## src/rtl/max_pool_2x2_stream_if.sv

```systemverilog
// Pixel stream bundle for the 2x2 max-pool stage.
// The producer side drives In/Valid_IN; the pool stage drives the pooled result.
interface max_pool_2x2_stream_if #(
  parameter int Datawidth = 32
);
  logic [Datawidth-1:0] In;
  logic                 Valid_IN;
  logic [Datawidth-1:0] Out;
  logic                 Valid_OUT;
  logic                 Frame_Done;

  modport master (
    output In, Valid_IN,
    input  Out, Valid_OUT, Frame_Done
  );

  modport slave (
    input  In, Valid_IN,
    output Out, Valid_OUT, Frame_Done
  );
endinterface

```

## src/rtl/max_pool_2x2_stream.sv

```systemverilog
// Streaming 2x2 / stride-2 max pooling over a raster-order pixel stream.
// Keeps one half-width row of partial maxima plus a single running temp.
module max_pool_2x2_stream #(
  parameter int IMG_Width  = 4,
  parameter int IMG_Height = 4,
  parameter int Datawidth  = 32,
  parameter bit Signed     = 1'b1
) (
  input logic CLK,
  input logic CLR,
  max_pool_2x2_stream_if.slave s
);
  localparam int PW = IMG_Width / 2;
  localparam int PH = IMG_Height / 2;
  localparam int CW = (IMG_Width > 2) ? $clog2(IMG_Width) : 1;
  localparam int RW = (IMG_Height > 2) ? $clog2(IMG_Height) : 1;
  localparam int IW = (PW > 1) ? $clog2(PW) : 1;

  typedef logic [Datawidth-1:0] pix_t;

  function automatic pix_t f_max(input pix_t a, input pix_t b);
    logic w_gt;
    w_gt = Signed ? ($signed(a) > $signed(b)) : (a > b);
    return w_gt ? a : b;
  endfunction

  logic [CW-1:0] r_col;
  logic [RW-1:0] r_row;
  pix_t          r_temp;
  pix_t          r_out;
  pix_t          r_buf [PW];
  logic          r_vo;
  logic          r_fd;

  logic          w_col_last;
  logic          w_row_last;
  logic          w_pool;
  logic          w_last_win;
  logic [IW-1:0] w_idx;
  pix_t          w_lhs;
  pix_t          w_max;

  assign w_col_last = (r_col == CW'(IMG_Width - 1));
  assign w_row_last = (r_row == RW'(IMG_Height - 1));
  assign w_pool     = (int'(r_col) < 2 * PW) &&
                      (int'(r_row) < 2 * PH);
  assign w_last_win = (r_col == CW'(2 * PW - 1)) &&
                      (r_row == RW'(2 * PH - 1));
  assign w_idx      = IW'(r_col >> 1);
  // Odd column pairs with temp; even column of an odd row pulls the top-row max.
  assign w_lhs      = r_col[0] ? r_temp : r_buf[w_idx];
  assign w_max      = f_max(w_lhs, s.In);

  always_ff @(posedge CLK or negedge CLR) begin
    if (!CLR) begin
      r_col  <= '0;
      r_row  <= '0;
      r_temp <= '0;
      r_out  <= '0;
      r_vo   <= 1'b0;
      r_fd   <= 1'b0;
      for (int i = 0; i < PW; i++) begin
        r_buf[i] <= '0;
      end
    end else begin
      r_vo <= 1'b0;
      r_fd <= 1'b0;
      if (s.Valid_IN) begin
        if (w_col_last) begin
          r_col <= '0;
          r_row <= w_row_last ? '0 : r_row + 1'b1;
        end else begin
          r_col <= r_col + 1'b1;
        end
        if (w_pool) begin
          unique case ({r_row[0], r_col[0]})
            2'b00: r_temp <= s.In;
            2'b01: r_buf[w_idx] <= w_max;
            2'b10: r_temp <= w_max;
            2'b11: begin
              r_out <= w_max;
              r_vo  <= 1'b1;
              r_fd  <= w_last_win;
            end
          endcase
        end
      end
    end
  end

  assign s.Out        = r_out;
  assign s.Valid_OUT  = r_vo;
  assign s.Frame_Done = r_fd;
endmodule

```

## src/flat_wrapper.sv

```systemverilog
// flat-port wrapper written by rule: the top's interface ports become plain ports
module max_pool_2x2_stream_flat 
#(
  parameter int IMG_Width  = 4,
  parameter int IMG_Height = 4,
  parameter int Datawidth  = 32,
  parameter bit Signed     = 1'b1
)
  (CLK, CLR, s_In, s_Valid_IN, s_Out, s_Valid_OUT, s_Frame_Done);
  max_pool_2x2_stream_if #(.Datawidth(Datawidth)) s_i ();
  input logic CLK;
  input logic CLR;
  input wire logic [$bits(s_i.In)-1:0] s_In;
  input wire logic [$bits(s_i.Valid_IN)-1:0] s_Valid_IN;
  output wire logic [$bits(s_i.Out)-1:0] s_Out;
  output wire logic [$bits(s_i.Valid_OUT)-1:0] s_Valid_OUT;
  output wire logic [$bits(s_i.Frame_Done)-1:0] s_Frame_Done;
  assign s_i.In = s_In;
  assign s_i.Valid_IN = s_Valid_IN;
  assign s_Out = s_i.Out;
  assign s_Valid_OUT = s_i.Valid_OUT;
  assign s_Frame_Done = s_i.Frame_Done;
  max_pool_2x2_stream #(.IMG_Width(IMG_Width), .IMG_Height(IMG_Height), .Datawidth(Datawidth), .Signed(Signed)) u_core (.CLK(CLK), .CLR(CLR), .s(s_i));
endmodule
```

## config.mk

```make
export PLATFORM = sky130hd
export DESIGN_NAME = max_pool_2x2_stream_flat
export DESIGN_NICKNAME = d
export VERILOG_FILES = /design/src/rtl/max_pool_2x2_stream_if.sv /design/src/rtl/max_pool_2x2_stream.sv /design/src/flat_wrapper.sv
export SDC_FILE = /design/constraint.sdc
export NUM_CORES = 1
export LEC_CHECK = 0
export ABC_AREA = 0
export ABC_CLOCK_PERIOD_IN_PS = 4300
export BUFFER_PORTS_ARGS = -buffer_cell sky130_fd_sc_hd__buf_2
export CORE_ASPECT_RATIO = 0.7
export CORE_MARGIN = 2
export CORE_UTILIZATION = 55
export CTS_CLUSTER_DIAMETER = 80
export DETAILED_ROUTE_END_ITERATION = 10
export PLACE_DENSITY_LB_ADDON = 0.1
export SLEW_MARGIN = 20
export SYNTH_ARGS = -nofsm -noshare
export SYNTH_HDL_FRONTEND = slang
export SYNTH_SLANG_ARGS = --single-unit
```

## constraint.sdc

```tcl
create_clock -name CLK -period 4.3 [get_ports CLK]
set_input_delay 0.215 -clock CLK [delete_from_list [all_inputs] [get_ports CLK]]
set_output_delay 0.215 -clock CLK [all_outputs]
set_load 0.005 [all_outputs]
```

==> impl_metrics.tcl, run 1 <==
set metrics [dict create \
    status "finished clean" \
    fillers 1050 \
    post_synth_fa_ha_maj_area_fraction_pct 5.800 \
    r2r_setup_slack_ps 320 \
    numPortBuffers 68 \
    fp.dieH_um 100.6 \
    worstRegToRegCells 12 \
    die-area_um2 14290 \
    grt_max_degree 102 \
    totalWireLength_um 19180 \
    hold_path_startpoint "s_Valid_IN" \
    h-tree-depth 4 \
    drt_iter0_drc 613 \
    cts_setup_buffers 0 \
    grt_overflow 0 \
    insertion_delay_ps 410 \
    synth_top_family_by_area "compound AO/OA/AOI/OAI gates" \
    grt_pass1_vias 6355 \
    max-slew-margin-rel_pct 33.39 \
    antenna_left 0 \
    vias 6435 \
    clock_skew_ps 10.18 \
    crit_path_start_kind "flip-flop" \
    cp_slowest_stage_delay_ps 470 \
    hold_viol 0 \
    rsz0062_at_grt "no" \
    antenna_found_initial 0 \
    required_ps 4620 \
    grtUsageTotal_pct 28.40 \
    dp_worst_setup_slack_ps 201.2 \
    startpoint "u_core.r_col[1]" \
    synthCells 816 \
    vias_per_cell 6.176 \
    slew_violations 0 \
    clkTransAtPathRegs_ps 60 \
    totalNegativeSetupSlack_ps 0 \
    finalSetupViolations 0 \
    synth.avg_cell_area_um2 8.988 \
    finalCriticalPeriod_ps 3980 \
    wl_per_cell_um 18.41 \
    start_util_pct 56.02 \
    drive_above_1_share_pct 20.32 \
    synthXorXnorAreaFrac_pct 0 \
    dr.pass1.iters 5 \
    synth_seq_cells 134 \
    grt_pass1_wl_um 32170 \
    powerDensity_nw_per_um2 993.8 \
    timing.final.crit_share_pct 92.56 \
    nets 933 \
    leakage_nw 3.754 \
    tightest_slew_ps 997.0 \
    std_cell_rows 35 \
    yosysSeqAreaShare_pct 45.72 \
    synth_mux_area_share_pct 4.674 \
    r2r_end "u_core.s.Out[11]" \
    cts_max_path_buffers 2 \
    n_antenna_cell 0 \
    hpwl_um 12250 \
    cts_tree "done" \
    vdd_ir_drop_max_v 0.0005042 \
    synth-main-ff-cell "dfrtp_1" \
    synth_compound_area_share_pct 20.79 \
    async_reset_ff_share_pct 100.0 \
    hold_path_depth 2 \
    synthesis.nets 885 \
    yosysWarnings 0 \
    cts.sinks 134 \
    synth_cell_types 40 \
    min_to "u_core.r_col[0]" \
    io_pins 69 \
    cp_cell_sequence "buf_12 -> mux2i_1 -> o21ai_0 -> ha_1 -> and4_4 -> nor2b_1 -> a22o_1 -> o41a_1 -> nor2_2 -> buf_4 -> o21ai_0 -> a31oi_1" \
    synthSimpleGateAreaFrac_pct 17.30 \
    r2r_start "u_core.r_col[1]" \
    core-area_um2 13090 \
    synth_edf_count 0 \
    slowest_stage "o41a_1" \
    cts_buffers 17 \
    cpMostUsedCell "o21ai_0" \
    crit_type "flip-flop to flip-flop" \
    synth_area_um2 7335 \
    drc 0 \
    area_delta_synth_final_pct 16.24 \
    cts-root-buf "clkbuf_16" \
    dieWidth_um 142.0 \
    cap_violations 0 \
    crit_fanout 36 \
    gp_congestion 0.8439 \
    fin_ws_ps 319.8 \
    max_freq_mhz 251.2 \
    arrival_ps 4300 \
    end_kind "flip-flop" \
    min_path_type "primary input to flip-flop" \
]
synthesized netlist by cell type, types with 2 or more instances:
master / count / area [um2]
a21oi_1: 16 / 80.08
nand4_1: 6 / 37.54
mux2_2: 2 / 22.52
dfrtp_1: 134 / 3353
buf_2: 16 / 80.08
inv_1: 35 / 131.4
ha_1: 34 / 425.4
and3_1: 2 / 12.51
nand2_1: 40 / 150.1
o21ai_0: 87 / 435.4
a31oi_1: 128 / 800.8
nor3_1: 3 / 15.01
nor2_1: 130 / 488.0
nand3_2: 30 / 300.3
a22o_1: 2 / 17.52
mux2i_1: 32 / 320.3
buf_6: 3 / 33.78
clkbuf_1: 42 / 157.7
nor2b_1: 3 / 18.77
o21ai_1: 5 / 25.02
o211ai_1: 2 / 15.01
nand3_1: 36 / 180.2
o21ai_2: 11 / 96.34
cell usage in the layout (no fill, tap or decap), types with 5 or more instances in the layout:
cell	instances
a21oi_1	16
a31oi_1	128
buf_2	67
buf_4	22
bufinv_16	6
clkbuf_16	17
dfrtp_1	132
ha_1	34
inv_1	35
mux2i_1	32
nand2_1	40
nand3_1	36
nand3_2	30
nand4_1	6
nor2_1	130
o21ai_0	87
o21ai_1	5
o21ai_2	11
how the worst max path moves through the flow:
| stage | cells past startpoint | slack [ps] | endpoint |
|---|---|---|---|
| detailed placement | 10 | 200 | u_core.s.Out[25] |
| global route | 12 | 90 | u_core.s.Out[12] |
| finish | 12 | 320 | u_core.s.Out[11] |
| global placement | 10 | 300 | u_core.s.Out[3] |
| floorplan | 14 | 920 | u_core.s.Out[2] |
| CTS | 11 | 180 | u_core.r_temp[21] |
flip-flops by register name (all words and copies together) (netlist names):
register             count
u_core.r_row             2
u_core.s.Out            32
u_core.s.Valid_OUT       1
u_core.r_temp           32
u_core.r_buf            64
u_core.r_col             2
u_core.s.Frame_Done      1
critical path, delay by kind of cell (launching register included):
family / cells / cell delay (ps)
mux: 1 / 130
buf+inv: 2 / 740
flops: 1 / 370
fa+ha+maj: 1 / 340
simple gates: 3 / 760
compound gates: 5 / 1540
through the flow:
| stage | power, mW | utilization (%) | hold slack [ps] | cells | cell area [um2] |
|---|---|---|---|---|---|
| after detailed placement | 6.733 | 59.79 | 388.6 | 1010 | 7829 |
| final | 8.473 | 65.11 | 99.00 | 1042 | 8526 |
| after global placement | 6.565 | 59.79 | 380.8 | 1010 | 7829 |
| after global routing | 9.143 | 65.11 | 110.3 | 1042 | 8526 |
| after floorplan | 5.469 | - | -80.59 | 816 | 7335 |
| after CTS | 8.441 | 65.04 | 93.18 | 1042 | 8516 |
logic make-up after synthesis:
logic type,after synthesis
simple gates,258
flops,134
fa+ha+maj,34
mux,34
compound gates,257
buf+inv,99
cell type report:
| class | instances | area (um2) | area share, % |
|---|---|---|---|
| clock inverters | 12 | 224.0 | 2.627 |
| flip-flops and latches | 134 | 3358 | 39.39 |
| clock buffers | 19 | 452.9 | 5.313 |
| well taps | 166 | 207.7 | 2.436 |
| repair buffers | 93 | 561.8 | 6.589 |
| multi-input cells | 583 | 3590 | 42.10 |
| inverters | 35 | 131.4 | 1.541 |
per-layer routing:
layer,track usage (%),wire length [um]
met4,9.769,194
met3,4.513,1280
met2,43.33,8637
met1,41.51,9067
met5,0,0
power by group:
part / internal (mW) / total, mW / switching, mW
sequential: 1.90 / 2.30 / 0.393
combinational: 1.59 / 4.51 / 2.92
clock: 1.12 / 1.67 / 0.549
timing repair:
item | CTS | global route
hold endpoints to repair | 100 | 0
setup endpoints to repair | 0 | 8
hold buffers | 1 | 0
gates resized for setup | 0 | 1
(Power assumes the default switching activity.)
==> run 2, diff against run 1 <==
- CORE_UTILIZATION: 55 -> 40
- RECOVER_POWER: not set -> 25
==> run 2 against run 1 <==
Compared with the run above: the flow now finishes with violations (capacitance limit, slew limit); register-to-register slack worse by 70 ps; final cell count rose by 7.1%; sequential cell count unchanged; critical path type unchanged.
==> impl_metrics.tcl, run 2 (synthesis gave the netlist of run 1 again) <==
set metrics [dict create \
    status "complete, but fails checks" \
    violations "capacitance limit, slew limit" \
    cts-root-buf "clkbuf_16" \
    pwr-share-clk_pct 20.2 \
    grt_pass1_vias 6020 \
    slowest_stage "dfrtp_2" \
    p_total_mw 8.520 \
    finalSetupViolations 0 \
    regMostFlops "u_core.r_buf" \
    hpwl_um 13170 \
    max-slew-margin-rel_pct -77.04 \
    stdcell_count 1116 \
    n_antenna_cell 0 \
    p_int_mw 4.643 \
    min_to "u_core.r_col[0]" \
    cpMostUsedCell "buf_4" \
    totalNegativeSetupSlack_ps 0 \
    wl_per_cell_um 18.06 \
    path_buf_inv 2 \
    gp_congestion 0.8067 \
    crit_type "flip-flop to flip-flop" \
    drc 0 \
    nets 936 \
    required_ps 4640 \
    grt_max_degree 101 \
    dr.pass1.iters 5 \
    crit_fanout 16 \
    regArea_um2 3356 \
    fillers 1700 \
    tightest_slew_ps 2656 \
    largest_register_ff_count 64 \
    grt_overflow 0 \
    leakage_nw 3.703 \
    end_kind "flip-flop" \
    dieWidth_um 165.8 \
    crit_family "simple AND/OR/NAND/NOR gates" \
    totalWireLength_um 20150 \
    sequentialPowerShare_pct 27.4 \
    rsz0062_at_grt "no" \
    h-tree-depth 4 \
    start_util_pct 40.73 \
    insertion_delay_ps 420 \
    grtUsageTotal_pct 21.67 \
    arrival_ps 4390 \
    clock_skew_ps 6.204 \
    combPwrFrac_pct 52.4 \
    drt_iter0_drc 511 \
    fp.dieH_um 117.3 \
    std_cell_rows 41 \
    clkTransAtPathRegs_ps 60 \
    finalCriticalPeriod_ps 4054 \
    hold_path_startpoint "s_Valid_IN" \
    cp_cell_sequence "buf_4 -> mux2i_1 -> o21ai_0 -> ha_1 -> nand4_1 -> nor4_2 -> o41a_1 -> or2_2 -> buf_4 -> nand3_1 -> a31oi_1" \
    cts_buffers 17 \
    cts.sinks 134 \
    vias 6297 \
    max_freq_mhz 246.7 \
    cts_tree "done" \
    holdWs_ps 70.14 \
    crit_path_start_kind "flip-flop" \
    cp_slowest_stage_delay_ps 750 \
    worstRegToRegCells 11 \
    vdd_ir_drop_max_v 0.0004107 \
    antenna_found_initial 0 \
    core-area_um2 18010 \
    timing.final.crit_share_pct 94.27 \
    p_sw_share_pct 45.51 \
    r2r_end "u_core.s.Out[1]" \
    powerDensity_nw_per_um2 990.3 \
    r2r_start "u_core.r_col[1]" \
    r2r_setup_slack_ps 250 \
    hold_path_depth 2 \
    cap_violations 1 \
    drive_above_1_share_pct 17.73 \
    power.switching_mw 3.878 \
    grt_pass1_wl_um 33000 \
    hold_viol 0 \
    dp_cells 1083 \
    final_common_cell "dfrtp_1" \
    numPortBuffers 68 \
    die-area_um2 19450 \
    min_path_type "primary input to flip-flop" \
    cts_max_path_buffers 2 \
    most-common-layout-cells "132 x dfrtp_1, 130 x nor2_1, 128 x a31oi_1" \
    area_delta_synth_final_pct 17.30 \
    io_pins 69 \
    vias_per_cell 5.642 \
    antenna_left 0 \
    multi_input_area_um2 3582 \
    slew_violations 101 \
]
## run 2: changes by cell type in the layout (fill, tap and decap cells not counted), moves of 2 or more
cell and change:
buf_2 -26, clkbuf_1 +25, buf_4 +3, clkinv_2 +2
## run 2: cell type report
cell class	count	share of cell area, %
Multi-Input combinational cell	583	41.64
Clock buffer	18	5.105
Sequential cell	134	39.01
Tap cell	236	3.432
Inverter	35	1.527
Timing Repair Buffer	96	6.341
Clock inverter	14	2.952
## run 2: worst register-to-register path, cell delays in order, from the launching register on
cell and delay, ps:
dfrtp_2 750, buf_4 410, mux2i_1 230, o21ai_0 180, ha_1 380, nand4_1 200
nor4_2 470, o41a_1 340, or2_2 330, buf_4 280, nand3_1 180, a31oi_1 220
## run 2: metrics by stage
step | area (um2) | utilization [%] | setup slack [ps]
floorplan | 7335 | - | 922.2
global placement | 7939 | 44.09 | 356.7
detailed placement | 7939 | 44.09 | 333.4
CTS | 8642 | 48.00 | 262.4
global route | 8603 | 47.78 | 23.45
finish | 8603 | 47.78 | 246.2
## run 2: how the worst max path moves through the flow
stage                               start              end  cells past startpoint  slack, ps
after floorplan           u_core.r_col[1]  u_core.s.Out[2]                     14        920
after global routing      u_core.r_col[1]  u_core.s.Out[2]                     11         20
after detailed placement  u_core.r_col[1]  u_core.r_buf[1]                     11        330
after CTS                 u_core.r_col[1]  u_core.s.Out[1]                     11        260
after global placement    u_core.r_col[1]  u_core.s.Out[1]                     11        360
final                     u_core.r_col[1]  u_core.s.Out[1]                     11        250
## run 2: power groups by stage
stage                     clock network [mW]  registers (mW)  logic, mW
after detailed placement                   0            2.34       4.47
after global routing                    1.82            2.42       5.01
after floorplan                            0            2.20       3.27
after CTS                               1.75            2.33       4.48
after global placement                     0            2.33       4.39
final                                   1.72            2.33       4.46
## run 2: timing repair
action                                  in CTS  in global routing
hold buffers                                 1                  0
endpoints found under the hold margin       72                  0
buffers inserted                             0                  0
resized for setup                            0                  1
endpoints found under the setup margin       0                  1
## run 2: layer usage
layer	global-route usage, %	up-vias	part of all wire, %
met1	31.39	3031	51
met5	0	-	0
met2	33.28	195	43
met4	5.739	0	0.82
met3	4.472	15	5.4
li1	-	3056	-
==> run 3, diff against run 2 <==
- REMOVE_ABC_BUFFERS: not set -> 1
==> run 3 against run 2 <==
Compared with the run above: the flow still finishes with violations (capacitance limit, slew limit); final cell count grew 1.5%; sequential cell count is the same; global-route usage grew 0.30 points; highest routed layer unchanged.
==> impl_metrics.tcl, run 3 (synthesis gave the netlist of run 1 again) <==
set metrics [dict create \
    vias_per_cell 5.662 \
    drc 0 \
    cts_tree "done" \
    fin_area_um2 8713 \
    nets 954 \
    io_pins 69 \
    slew_violations 100 \
    die-area_um2 19450 \
    grtUsageTotal_pct 21.97 \
    clock_skew_ps 9.444 \
    max-slew-margin-rel_pct -72.69 \
    r2r_setup_slack_ps 460 \
    hpwl_um 13570 \
    p_int_mw 4.655 \
    cts_buffers 17 \
    tightest_slew_ps 2590 \
    n_antenna_cell 0 \
    area_delta_synth_final_pct 18.80 \
    antenna_found_initial 0 \
    combPwrFrac_pct 55.7 \
    wl_per_cell_um 18.10 \
    min_to "u_core.r_temp[1]" \
    p_sw_share_pct 45.55 \
    grt_overflow 0 \
    totalWireLength_um 20510 \
    min_path_type "primary input to flip-flop" \
    r2r_start "u_core.r_col[1]" \
    cts_max_path_buffers 2 \
    stdcell_count 1133 \
    end_kind "flip-flop" \
    regMostFlops "u_core.r_buf" \
    vdd_ir_drop_max_v 0.0005710 \
    rsz0062_at_grt "no" \
    sequentialPowerShare_pct 26.5 \
    crit_path_start_kind "flip-flop" \
    grt_max_degree 100 \
    most-common-layout-cells "132 x dfrtp_1, 130 x nor2_1, 128 x a31oi_1" \
    crit_type "flip-flop to flip-flop" \
    drive_above_1_share_pct 20.07 \
    cts_setup_buffers 0 \
    dr.pass1.iters 5 \
    holdWs_ps 92.92 \
    cap_violations 1 \
    finalCriticalPeriod_ps 3844 \
    fin_ws_ps 456.2 \
    drt_iter0_drc 536 \
    hold_viol 0 \
    dp_worst_setup_slack_ps 417.6 \
    insertion_delay_ps 420 \
    dieWidth_um 165.8 \
    start_util_pct 40.73 \
    largest_register_ff_count 64 \
    max_freq_mhz 260.2 \
    finalSetupViolations 0 \
    p_total_mw 8.548 \
    antenna_left 0 \
    crit_fanout 19 \
    fp.dieH_um 117.3 \
    numPortBuffers 68 \
    core-area_um2 18010 \
    final_core_util_pct 48.39 \
    std_cell_rows 41 \
    busiest_layer "met2" \
    timing.final.crit_share_pct 89.39 \
    powerDensity_nw_per_um2 981.1 \
    required_ps 4640 \
    clkTransAtPathRegs_ps 60 \
    final_common_cell "dfrtp_1" \
    pwr-share-clk_pct 17.7 \
    totalNegativeSetupSlack_ps 0 \
    grt_pass1_vias 6336 \
    place_area_um2 8124 \
    worstRegToRegCells 13 \
    hold_path_startpoint "s_In[1]" \
    gp_congestion 0.7979 \
    cts.sinks 134 \
    power.switching_mw 3.894 \
    use_met2_pct 34.58 \
    r2r_end "u_core.r_temp[3]" \
    cts-root-buf "clkbuf_16" \
    status "complete, but fails checks" \
    use_met3_pct 4.876 \
    grt_use_met1_pct 30.76 \
    violations "capacitance limit, slew limit" \
    leakage_nw 3.792 \
    grt_pass1_wl_um 33510 \
    hold_path_depth 3 \
    vias 6415 \
    arrival_ps 4190 \
    dp_cells 1101 \
    h-tree-depth 4 \
]
[run 3: layout make-up]
cell class / count / area (um2)
Tap cell: 236 / 295.3
Sequential cell: 134 / 3356
Clock buffer: 22 / 484.2
Multi-Input combinational cell: 583 / 3582
Timing Repair Buffer: 114 / 740.7
Inverter: 35 / 131.4
Clock inverter: 9 / 123.9
Fill cell: 1727 / 9293
[run 3: critical path: stages, from the launching register on]
cell	delay, ps
dfrtp_2	490
buf_12	230
buf_12	150
mux2i_1	170
o21ai_0	170
ha_1	380
nand4_1	230
nor4_2	560
o41a_1	290
buf_4	140
o21a_1	390
buf_4	250
nand3_1	80
a31oi_1	190
[run 3: repair_timing]
item,CTS,global route
gates resized for setup,0,0
hold endpoints to repair,98,0
hold buffers,1,0
[run 3: power by group through the flow]
| stage | logic, mW | clock network, mW | registers (mW) |
|---|---|---|---|
| after floorplan | 2.97 | 0 | 2.30 |
| after global placement | 4.67 | 0 | 2.26 |
| after detailed placement | 4.77 | 0 | 2.29 |
| after CTS | 4.79 | 1.54 | 2.27 |
| after global routing | 5.35 | 1.60 | 2.34 |
| final | 4.76 | 1.52 | 2.27 |
[run 3: worst max path at each step]
| stage | from | endpoint | slack [ps] | depth (start not counted) |
|---|---|---|---|---|
| 2_1_floorplan | u_core.r_col[1] | u_core.r_buf[0] | -1020 | 2 |
| 3_3_place_gp | u_core.r_col[1] | u_core.r_temp[23] | 550 | 13 |
| 3_5_place_dp | u_core.r_col[1] | u_core.r_temp[3] | 420 | 13 |
| 4_1_cts | u_core.r_col[1] | u_core.r_temp[3] | 400 | 13 |
| 5_1_grt | u_core.r_col[1] | u_core.r_temp[16] | 150 | 13 |
| 6_report | u_core.r_col[1] | u_core.r_temp[3] | 460 | 13 |
[run 3: per-layer routing]
| metal | vias to the layer above | share of wire, % | wire length (um) |
|---|---|---|---|
| met4 | 0 | 0.95 | 194 |
| met1 | 3116 | 49 | 10030 |
| met2 | 195 | 44 | 9051 |
| li1 | 3085 | - | - |
| met3 | 19 | 6.0 | 1234 |
| met5 | - | 0 | 0 |
